==> src/rtl/rx_link_pkg.sv <==
// Shared types and constants for the RX link monitor: link state encoding,
// the K28.5 comma code and the LED blink counter width.
package rx_link_pkg;

    typedef enum logic [1:0] {
        HUNT   = 2'b00,
        SYNC   = 2'b01,
        LOCKED = 2'b10
    } link_state_t;

    localparam logic [7:0] K28_5   = 8'hBC;
    localparam int         BLINK_W = 26;

endpackage

==> src/rtl/rx_byte_checker.sv <==
// Classifies each decoded RX byte as comma / error and tracks the expected
// incrementing data value.
module rx_byte_checker
    import rx_link_pkg::*;
(
    input  logic       clk,
    input  logic       rst_n,
    input  logic [7:0] rx_data,
    input  logic       rx_k,
    input  logic       rx_cv_err,
    input  logic       rx_disp_err,
    input  logic       clear_seed,
    output logic       comma,
    output logic       err
);

    logic [7:0] expected;
    logic       seed_valid;
    logic       data;

    always_comb begin
        comma = rx_k && (rx_data == K28_5);
        data  = !rx_k;
        err   = rx_cv_err || rx_disp_err || (rx_k && (rx_data != K28_5)) ||
                (data && seed_valid && (rx_data != expected));
    end

    // The first data byte after a comma only seeds the sequence; later ones are checked.
    always_ff @(posedge clk or negedge rst_n) begin
        if (!rst_n) begin
            expected   <= 8'h00;
            seed_valid <= 1'b0;
        end else begin
            if (data) begin
                expected <= rx_data + 8'd1;
            end
            if (clear_seed || comma) begin
                seed_valid <= 1'b0;
            end else if (data) begin
                seed_valid <= 1'b1;
            end
        end
    end

endmodule

==> src/rtl/rx_link_monitor.sv <==
// RX link monitor: HUNT/SYNC/LOCKED lock FSM, windowed loss-of-lock, status LED.
// Optional saturating error counter enabled by macro RX_LINK_MONITOR_ERRCNT_EN.
module rx_link_monitor
    import rx_link_pkg::*;
#(
    parameter int LOCK_COMMAS = 4,
    parameter int ERR_LIMIT   = 8,
    parameter int WINDOW      = 65536,
    parameter int LED_BIT     = 25
) (
    input  logic        rx_clk,
    input  logic        rst_n,
    input  logic [7:0]  rx_data,
    input  logic        rx_k,
    input  logic        rx_cv_err,
    input  logic        rx_disp_err,
    output logic        locked,
    output logic [1:0]  state,
    output logic [15:0] err_count,
    output logic        led
);

    localparam int WIN_W = $clog2(WINDOW);

    link_state_t        state_q, state_d;
    logic [7:0]         comma_cnt_q, comma_cnt_d;
    logic [7:0]         win_err_q, win_err_d, win_err_sum;
    logic [WIN_W-1:0]   win_cnt_q;
    logic [BLINK_W-1:0] blink_q, blink_d;
    logic               locked_q, led_q;
    logic               comma, err, wrap, go_hunt;

    rx_byte_checker u_checker (
        .clk         (rx_clk),
        .rst_n       (rst_n),
        .rx_data     (rx_data),
        .rx_k        (rx_k),
        .rx_cv_err   (rx_cv_err),
        .rx_disp_err (rx_disp_err),
        .clear_seed  (go_hunt),
        .comma       (comma),
        .err         (err)
    );

    always_comb begin
        state_d     = state_q;
        comma_cnt_d = comma_cnt_q;
        win_err_d   = win_err_q;
        wrap        = (win_cnt_q == WIN_W'(WINDOW - 1));
        // An error on the wrap cycle is the first error of the new window.
        win_err_sum = (wrap ? 8'd0 : win_err_q) + {7'd0, err};
        blink_d     = blink_q + BLINK_W'(1);
        case (state_q)
            HUNT: begin
                if (comma && !err) begin
                    comma_cnt_d = 8'd1;
                    state_d     = (LOCK_COMMAS == 1) ? LOCKED : SYNC;
                end
            end
            SYNC: begin
                if (err) begin
                    state_d = HUNT;
                end else if (comma) begin
                    comma_cnt_d = comma_cnt_q + 8'd1;
                    if (comma_cnt_d == 8'(LOCK_COMMAS)) begin
                        state_d = LOCKED;
                    end
                end
            end
            LOCKED: begin
                win_err_d = win_err_sum;
                if (win_err_sum >= 8'(ERR_LIMIT)) begin
                    state_d = HUNT;
                end
            end
            default: state_d = HUNT;
        endcase
        go_hunt = (state_q != HUNT) && (state_d == HUNT);
        if (go_hunt) begin
            comma_cnt_d = 8'd0;
            win_err_d   = 8'd0;
        end
    end

    always_ff @(posedge rx_clk or negedge rst_n) begin
        if (!rst_n) begin
            state_q     <= HUNT;
            comma_cnt_q <= 8'd0;
            win_err_q   <= 8'd0;
            win_cnt_q   <= '0;
            blink_q     <= '0;
            locked_q    <= 1'b0;
            led_q       <= 1'b0;
        end else begin
            state_q     <= state_d;
            comma_cnt_q <= comma_cnt_d;
            win_err_q   <= win_err_d;
            // Window phase starts at zero on the first cycle spent in LOCKED.
            win_cnt_q   <= ((state_q == LOCKED) && (state_d == LOCKED)) ?
                           win_cnt_q + WIN_W'(1) : '0;
            blink_q     <= blink_d;
            locked_q    <= (state_d == LOCKED);
            led_q       <= (state_d == LOCKED) && blink_d[LED_BIT];
        end
    end

`ifdef RX_LINK_MONITOR_ERRCNT_EN
    logic [15:0] err_cnt_q;

    always_ff @(posedge rx_clk or negedge rst_n) begin
        if (!rst_n) begin
            err_cnt_q <= 16'h0000;
        end else if (err && (state_q != HUNT) && (err_cnt_q != 16'hFFFF)) begin
            err_cnt_q <= err_cnt_q + 16'd1;
        end
    end

    assign err_count = err_cnt_q;
`else
    assign err_count = 16'h0000;
`endif

    assign state  = state_q;
    assign locked = locked_q;
    assign led    = led_q;

endmodule

==> config.mk <==
export PLATFORM = sky130hd
export DESIGN_NAME = rx_link_monitor
export DESIGN_NICKNAME = d
export VERILOG_FILES = /design/src/rtl/rx_link_pkg.sv /design/src/rtl/rx_byte_checker.sv /design/src/rtl/rx_link_monitor.sv
export SDC_FILE = /design/constraint.sdc
export NUM_CORES = 1
export LEC_CHECK = 0
export CORE_ASPECT_RATIO = 1.1
export CORE_UTILIZATION = 40
export DETAILED_ROUTE_END_ITERATION = 6
export PLACE_DENSITY = 0.7
export SLEW_MARGIN = 40
export SYNTH_ARGS = -nofsm -noshare
export SYNTH_HDL_FRONTEND = slang
export SYNTH_HIERARCHICAL = 1
export SYNTH_SLANG_ARGS = --single-unit
export TNS_END_PERCENT = 10
==> constraint.sdc <==
create_clock -name rx_clk -period 8.89 [get_ports rx_clk]
set_input_delay 1.778 -clock rx_clk [delete_from_list [all_inputs] [get_ports rx_clk]]
set_output_delay 1.778 -clock rx_clk [all_outputs]
set_load 0.01 [all_outputs]
==> metrics.csv <==
stage;metric;value;unit
die;io_pins;33;
global_routing;grt_max_degree;72;
final_layout;fillCellCount;845;
critical_path;crit_path_start;rx_data[2];
sta;min_period;4787;ps
sta;timing.fmax;0.2089;GHz
place;port_buffers;16;
synthesis;synth-seq-cells;71;
synthesis;synth_top_area_share;48.04;%
clock_network;clock-sinks;71;
synthesis;yosysUniqueCellTypes;48;
critical_path;r2r_cells;11;
route;drc;0;
synthesis;yosysSeqAreaShare;48.04;%
synthesis;synthCells;360;
sta;maxSlewViolCount;0;
final_layout;final_cell_mix;71 x dfrtp_1, 40 x nand2_1, 34 x xnor2_1, 27 x nand3_1, 26 x nor2_1;
power;power_density;149.8;nW/um^2
global_routing;antenna_found_initial;0;
synthesis;synth_async_sr_flop_share;100.0;%
sta;hold_ws;465.6;ps
power;power_leakage;1.835;nW
critical_path;cp_max_fo;18;
route;num_vias;2499;
power;irDropWorstVdd;0.00009243;V
critical_path;r2r-start;win_cnt_q[0];
clock_network;cts_root_buf;clkbuf_8;
final_layout;layout-drive-gt1-share;11.37;%
synthesis;avgSynthCellArea;10.27;um^2
synthesis;synth_area_leaders;dfrtp_1 48%, xnor2_1 8.1%, xor2_1 4.5%;
synthesis;synth_top_flop_cell;dfrtp_1;
route;postRouteAntennaNets;0;
min_path;hold_class;register to register;
power;seqPwrFrac;53.6;%
synthesis;synth-edff-count;0;
route;dr.pass1.iters;4;
place;gp_congestion;0.7569;
power;netSwitchingFraction;23.64;%
power;switchingPower;0.0001453;W
min_path;worstHoldPathCells;2;
clock_network;cts_inserted_buffers;9;
power;combPwrFrac;5.1;%
sta;tightest_slew;633.6;ps
global_routing;gr-total-overflow;0;
global_routing;grt_pass1_wl;11500;um
sta;setup_violations;0;
min_path;min-delay-start;win_err_q[0];
route;drt_wl_total;6378;um
clock_network;cts-htree-levels;3;
route;viasPerCell;4.988;
die;core-area;8919;um^2
clock_network;clk_pin_slew;80;ps
critical_path;critPathArrivalTime;5060;ps
run_status;status;completed;
power;internal_power;0.0004693;W
sta;slew_headroom;57.76;%
final_layout;diodes;0;
clock_network;cts_setup_buffers;0;
die;initial_core_util;41.47;%
die;num_rows;36;
die;die_w;93.69;um
die;die_height;102.9;um
sta;hold_violations;0;
synthesis;synth_area;3699;um^2
sta;skew;10.52;ps
synthesis;yosysTopAreaCell;dfrtp_1;
sta;rsz0062_at_grt;no;
global_routing;grt_pass1_vias;2537;
route;wl_per_cell;12.73;um
clock_network;clk_path_buf_depth;2;
clock_network;cts.repair.resized;0;
clock_network;clock_latency;350;ps
final_layout;mostFrequentLayoutCell;dfrtp_1;
run;drv_cap;0;
route;drtIter0Drc;179;
final_layout;area_growth;10.96;%
sta;finalCritPeriodShare;53.85;%
die;fp.dieArea;9636;um^2
clock_network;cts_tree;done;
critical_path;cp.required;9170;ps
place;dpl.hpwl;4426;um
critical_path;critPathKind;input port to register;
sta;finalSetupTns;0;ps
clock_network;hold_buffers;0;
final_layout;nets;403;
global_routing;grtUsageTotal;15.27;%
synthesis;ys_warn_count;6;
critical_path;start_kind;input port;
critical_path;end_kind;register;
power;p_clk_share;41.3;%
[through the flow]
stage          instances  instance area [um^2]  total power, W  setup WS [ps]  utilization, %
3_5_place_dp         485                  3906       0.0003680           3747           43.80
6_report             501                  4104       0.0006146           4103           46.02
2_1_floorplan        375                  3755       0.0003563           4833               -
4_1_cts              501                  4104       0.0006235           4092           46.02
3_3_place_gp         485                  3902       0.0003671           3913           43.76
5_1_grt              501                  4104       0.0006452           3823           46.02
[worst paths after layout]
path / to / slack (ps)
worst max-delay path: win_cnt_q[5] / 4100
worst min register to register: win_err_q[0] / 470
worst max register to register: win_cnt_q[5] / 5480
min in group asynchronous: win_cnt_q[10] / 1520
worst min-delay path: win_err_q[0] / 470
max in group asynchronous: win_err_q[0] / 6920
[cell families (layout without fill, tap and decap cells)]
kind of cell,count (synthesis),count (layout),synth area share (%)
and+or+nand+nor,162,162,25.30
AOI/OAI and AO/OA,35,35,5.920
buffers and inverters,29,41,5.074
adders and majority gates,8,8,2.706
other,1,16,0.1014
muxes,1,1,0.3044
DFF,71,71,48.04
xor gates and xnor gates,53,53,12.55
[Yosys cell counts (3+ instances only)]
| cell | instances |
|---|---|
| xnor2_1 | 34 |
| dfrtp_1 | 71 |
| nor2_4 | 7 |
| and3_2 | 4 |
| nand2_1 | 40 |
| clkbuf_1 | 3 |
| buf_4 | 16 |
| xor2_1 | 19 |
| a21oi_1 | 3 |
| nand4_1 | 10 |
| nor2_1 | 26 |
| and4_1 | 5 |
| and3_1 | 13 |
| o21ai_0 | 18 |
| o211ai_1 | 4 |
| nor2b_1 | 4 |
| inv_1 | 8 |
| and2_1 | 6 |
| nand3_1 | 27 |
| ha_1 | 8 |
[layer usage]
| layer | wire length, um | track usage, % |
|---|---|---|
| met1 | 3126 | 19.82 |
| met2 | 2958 | 24.82 |
| met3 | 175 | 2.655 |
| met4 | 117 | 7.456 |
| met5 | 0 | 0 |
[registers in the layout, indices dropped and copies added (netlist names)]
| signal | flops |
|---|---|
| u_checker/expected | 8 |
| win_cnt_q | 16 |
| led | 1 |
| state | 2 |
| locked | 1 |
| comma_cnt_q | 8 |
| blink_q | 26 |
| u_checker/seed_valid | 1 |
| win_err_q | 8 |
[power groups by stage]
stage,Sequential (W),Combinational (W),Clock [W]
after global routing,0.000330,0.0000361,0.000279
after CTS,0.000329,0.0000322,0.000262
after detailed placement,0.000336,0.0000322,0
after global placement,0.000336,0.0000314,0
final,0.000329,0.0000314,0.000254
after floorplan,0.000335,0.0000209,0
[cell type report]
type                       count  area, um^2  share of cell area [%]
clock buffer                   9       123.9                   3.018
clock inverter                 7       73.82                   1.799
inverter                       8       30.03                  0.7317
multi-input combinational    275        1790                   43.63
sequential                    71        1777                   43.29
tap                          114       142.6                   3.476
timing repair buffer          17       166.4                   4.055
[worst max-delay path: stages]
cell and delay (ps):
clkdlybuf4s50_1 600, and4_4 290, nand4b_4 120, a211oi_2 240, o21ai_1 170, ha_1 270, ha_1 230, a2111oi_1 430
o311a_1 570, nor2_8 190, nor2_1 160
Power figures use the tool's default switching activity.
